$ cat config.mk
export PLATFORM = sky130hd
export DESIGN_NAME = ram
export DESIGN_NICKNAME = d
export VERILOG_FILES = /design/src/rtl/ram_pkg.sv /design/src/rtl/ram.sv
export SDC_FILE = /design/constraint.sdc
export NUM_CORES = 1
export LEC_CHECK = 0
export BUFFER_PORTS_ARGS = -buffer_cell sky130_fd_sc_hd__clkbuf_2
export CORE_ASPECT_RATIO = 1.2
export CORE_MARGIN = 4
export CORE_UTILIZATION = 30
export CTS_BUF_LIST = sky130_fd_sc_hd__clkbuf_4
export DETAILED_ROUTE_END_ITERATION = 6
export GPL_ROUTABILITY_DRIVEN = 1
export PLACE_DENSITY = 0.48
export SLEW_MARGIN = 10
export SYNTH_ARGS = -nofsm -noshare
export SYNTH_HDL_FRONTEND = slang
export SYNTH_SLANG_ARGS = --single-unit
$ cat constraint.sdc
create_clock -name clk -period 1.9 [get_ports clk]
set_input_delay 0.19 -clock clk [delete_from_list [all_inputs] [get_ports clk]]
set_output_delay 0.19 -clock clk [all_outputs]
set_load 0.01 [all_outputs]
$ cat src/rtl/ram_pkg.sv
// ram_pkg: default geometry shared by register-array memories.
package ram_pkg;
  localparam int RAM_DATA_WIDTH = 8;
  localparam int RAM_ADDR_WIDTH = 4;
endpackage

$ cat src/rtl/ram.sv
// ram: dual-port register-array RAM, write-first on address collision, one-cycle clear on reset.
module ram
  import ram_pkg::*;
#(
  parameter int DATA_WIDTH = RAM_DATA_WIDTH,
  parameter int ADDR_WIDTH = RAM_ADDR_WIDTH,
  parameter int DEPTH      = 2 ** ADDR_WIDTH
) (
  input  logic [DATA_WIDTH-1:0] din,
  output logic [DATA_WIDTH-1:0] dout,
  input  logic                  clk,
  input  logic                  rst,
  input  logic                  we,
  input  logic                  re,
  input  logic [ADDR_WIDTH-1:0] wr_addr,
  input  logic [ADDR_WIDTH-1:0] rd_addr
);
  logic [DATA_WIDTH-1:0] mem_q [DEPTH];
  logic [DATA_WIDTH-1:0] dout_q, dout_d;
  logic                  hit;
  assign hit  = we && wr_addr == rd_addr;
  assign dout = dout_q;
  always_comb dout_d = !re ? dout_q : hit ? din : mem_q[rd_addr];
  // Register array rather than a RAM primitive so every word can clear in one edge.
  always_ff @(posedge clk) begin
    if (rst) begin
      for (int i = 0; i < DEPTH; i++) mem_q[i] <= '0;
      dout_q <= '0;
    end else begin
      if (we) mem_q[wr_addr] <= din;
      dout_q <= dout_d;
    end
  end
endmodule

==> flow_summary.yaml <==
floorplan:
  die_x_um: 142
  io_pins: 28
  core-area_um2: 21000
  initial_utilization_pct: 30.5
  die-area_um2: 23800
  fp.dieH_um: 168
  rows: 58
routing:
  dr.pass1.iters: 4
  via_per_inst: 4.83
  postRouteWirelength_um: 16200
  drtIter0Drc: 177
  vias: 3775
  route.antenna.remaining_nets: 0
  routedWlPerCell_um: 20.7
  drc: 0
finish:
  drive_gt1_share_pct: 23.1
  areaGrowthSynthToFinish_pct: 12.4
  fillers: 2092
  fin_nets: 518
power_and_ir_drop:
  comb_power_share_pct: 9.9
  power_frac_seq_pct: 60.8
  p_per_area_nw_per_um2: 797
  ir_drop_v: 0.000348
  power.switching_mw: 1.42
  intPower_mw: 4.33
  clkPwrFrac_pct: 29.3
  swShare_pct: 24.7
  leakagePower_nw: 2.63
timing:
  period_minus_slack_ps: 1510
  fmax_mhz: 661
  hold_viol_final: 0
  final.setup.tns_ps: 0
  holdWs_ps: 115
  setup_viol: 0
  maxSlewHeadroom_pct: 62.0
  finClkSkew_ps: 13.4
  finalMaxSlewViolations: 0
  rsz0062_at_grt: "false"
  tightestPinTransition_ps: 568
  fin_crit_sh_pct: 79.6
synthesis:
  synth_seq_cells: 136
  yosys_warnings: 0
  synth_nets: 471
  synth.lib_cells_used.distinct: 36
  avgSynthCellArea_um2: 14.2
  synth_cells: 451
  ys_seq_area_share_pct: 62.3
  synthesis.area_um2: 6430
setup_path:
  crit_chain: "mux4_1, mux2_2, nand2_1, a31oi_1"
  crit_family: "multiplexers"
  worstSetupStartpointType: "register"
  max_stage_delay_ps: 550
  timing.rr.start: "mem_q[12][6]"
  r2r_slack_ps: 390
  critPathCaptureType: "register"
  reg2reg_depth: 4
  crit_path_top_delay_cell: "mux4_1"
  critPathKind: "reg -> reg"
  cp_data_arrival_time_ps: 1930
  crit_path_max_fanout: 1
  path_buf_inv: 0
  critical_path_required_ps: 2320
  timing.rr.end: "dout[6]"
clocking:
  cts_tree: "built"
  hold_buffers: 0
  htreeDepth: 4
  clock_latency_ps: 540
  cts_buffers: 17
  clk_pin_slew_ps: 120
  cts_resized: 0
  clkSinkCount: 136
  cts_root_buffer: "clkbuf_4"
  cts_max_path_buffers: 2
  cts_setup_buffers: 0
hold_path:
  hp-class: "in -> reg"
  hp-start: "re"
  min_to: "dout[0]"
  worstHoldPathCells: 5
global_routing:
  antenna_found_initial: 1
  gr-usage-all-layers_pct: 14.2
  grt_max_degree: 29
  grt_overflow: 0
  grt_first_pass_wirelength_um: 24500
  grt_pass1_vias: 3971
place:
  io_buffers: 27
  gp_congestion: 0.813
  place_hpwl_um: 11100
flow_run:
  drv_cap: 0
outcome:
  outcome: "complete, no violations"
worst register-to-register path, cell delays in order, from the launching register on:
cell      delay (ps)
edfxtp_1         400
mux4_1           550
mux2_2           300
nand2_1           70
a31oi_1           80
synth_stat cells:
library cell | number | share of area (%)
mux4_1 | 15 | 6.1
edfxtp_1 | 128 | 60
nand3b_1 | 2 | 0.23
o31ai_1 | 8 | 0.93
buf_4 | 1 | 0.12
or2_2 | 16 | 1.6
a221oi_1 | 5 | 0.68
nand3_1 | 4 | 0.31
nor2b_2 | 1 | 0.14
dfxtp_1 | 8 | 2.5
nor3_4 | 1 | 0.25
clkbuf_1 | 16 | 0.93
mux2i_1 | 16 | 2.5
nor3_1 | 3 | 0.23
clkinv_1 | 1 | 0.058
a31oi_1 | 8 | 0.78
nor2b_1 | 1 | 0.097
o21a_1 | 1 | 0.12
a2bb2oi_1 | 3 | 0.41
buf_6 | 2 | 0.35
inv_1 | 1 | 0.058
mux2_2 | 5 | 0.88
o21ai_0 | 5 | 0.39
and2_1 | 128 | 12
nor2_2 | 3 | 0.29
nand2_1 | 16 | 0.93
xnor2_1 | 4 | 0.55
or3b_1 | 1 | 0.14
nand4_2 | 1 | 0.19
buf_12 | 1 | 0.31
nand2b_1 | 2 | 0.19
buf_1 | 1 | 0.058
mux4_2 | 9 | 3.2
a21o_1 | 3 | 0.35
nor2_1 | 26 | 1.5
buf_2 | 5 | 0.39
how the worst max path moves through the flow:
stage / startpoint / to / slack, ps / cells past startpoint
final: mem_q[12][6] / dout[6] / 390 / 4
after global routing: mem_q[12][6] / dout[6] / 330 / 4
after CTS: mem_q[5][3] / dout[3] / 370 / 4
after detailed placement: rd_addr[1] / dout[4] / 70 / 6
after global placement: rd_addr[1] / dout[4] / 70 / 6
after floorplan: we / mem_q[0][0] / 300 / 4
routing by layer:
layer | track usage, % | part of all wire (%)
met5 | 0 | 0
met4 | 4.51 | 1.6
met3 | 3.89 | 5.2
met2 | 24.2 | 51
met1 | 17.6 | 42
cell type report:
cell class,instances,area (um2),share of cell area [%]
timing repair buffer,54,363,5.02
antenna,1,2.50,0.0346
multi-input combinational,287,2280,31.5
clock inverter,11,83.8,1.16
clock buffer,20,150,2.08
sequential,136,4000,55.4
inverter,2,7.51,0.104
tap,270,338,4.68
cells in the final DEF (no fill, tap or decap):
cell / count
clkbuf_4: 20
nand4_2: 1
or3b_1: 1
nand3_1: 4
nor2_1: 26
dfxtp_1: 8
clkbuf_2: 27
diode_2: 1
a2bb2oi_1: 3
a21o_1: 3
nand3b_1: 2
edfxtp_1: 128
o21ai_0: 5
clkinvlp_4: 3
o31ai_1: 8
mux2i_1: 16
nor3_4: 1
nand2b_1: 2
a31oi_1: 8
bufinv_16: 1
o21a_1: 1
inv_1: 1
nor2_2: 3
or2_2: 16
mux4_1: 15
mux4_2: 9
clkinv_2: 4
clkinv_1: 4
nor2b_1: 1
xnor2_1: 4
buf_4: 25
buf_12: 2
nor2b_2: 1
nand2_1: 16
mux2_2: 5
nor3_1: 3
and2_1: 128
a221oi_1: 5
through the flow:
stage	power [mW]	std cells	cell area, um2	setup slack (ps)	utilization (%)
after floorplan	3.90	451	6430	302	-
after global placement	4.15	749	6990	67.6	33.2
after detailed placement	4.16	749	6990	68.9	33.2
after CTS	5.83	780	7220	369	34.3
after global routing	6.01	781	7220	334	34.3
final	5.76	781	7220	388	34.3
flip-flops by register name (all words and copies together) (netlist names):
| signal | flops |
|---|---|
| mem_q | 128 |
| dout | 8 |
cells by family after synthesis:
group / share of synthesized area (%)
AO/OA/AOI/OAI: 3.66
multiplexers: 12.7
flip-flops: 62.3
AND/OR/NAND/NOR: 18.6
XOR/XNOR: 0.545
buffers and inverters: 2.28
power groups by stage:
stage / Clock, mW / Sequential (mW) / Combinational (mW)
after global routing: 1.87 / 3.52 / 0.620
after global placement: 0 / 3.57 / 0.580
final: 1.68 / 3.50 / 0.572
after detailed placement: 0 / 3.57 / 0.583
after floorplan: 0 / 3.54 / 0.357
after CTS: 1.74 / 3.50 / 0.584
No activity file was read; power rests on OpenSTA's default activity.
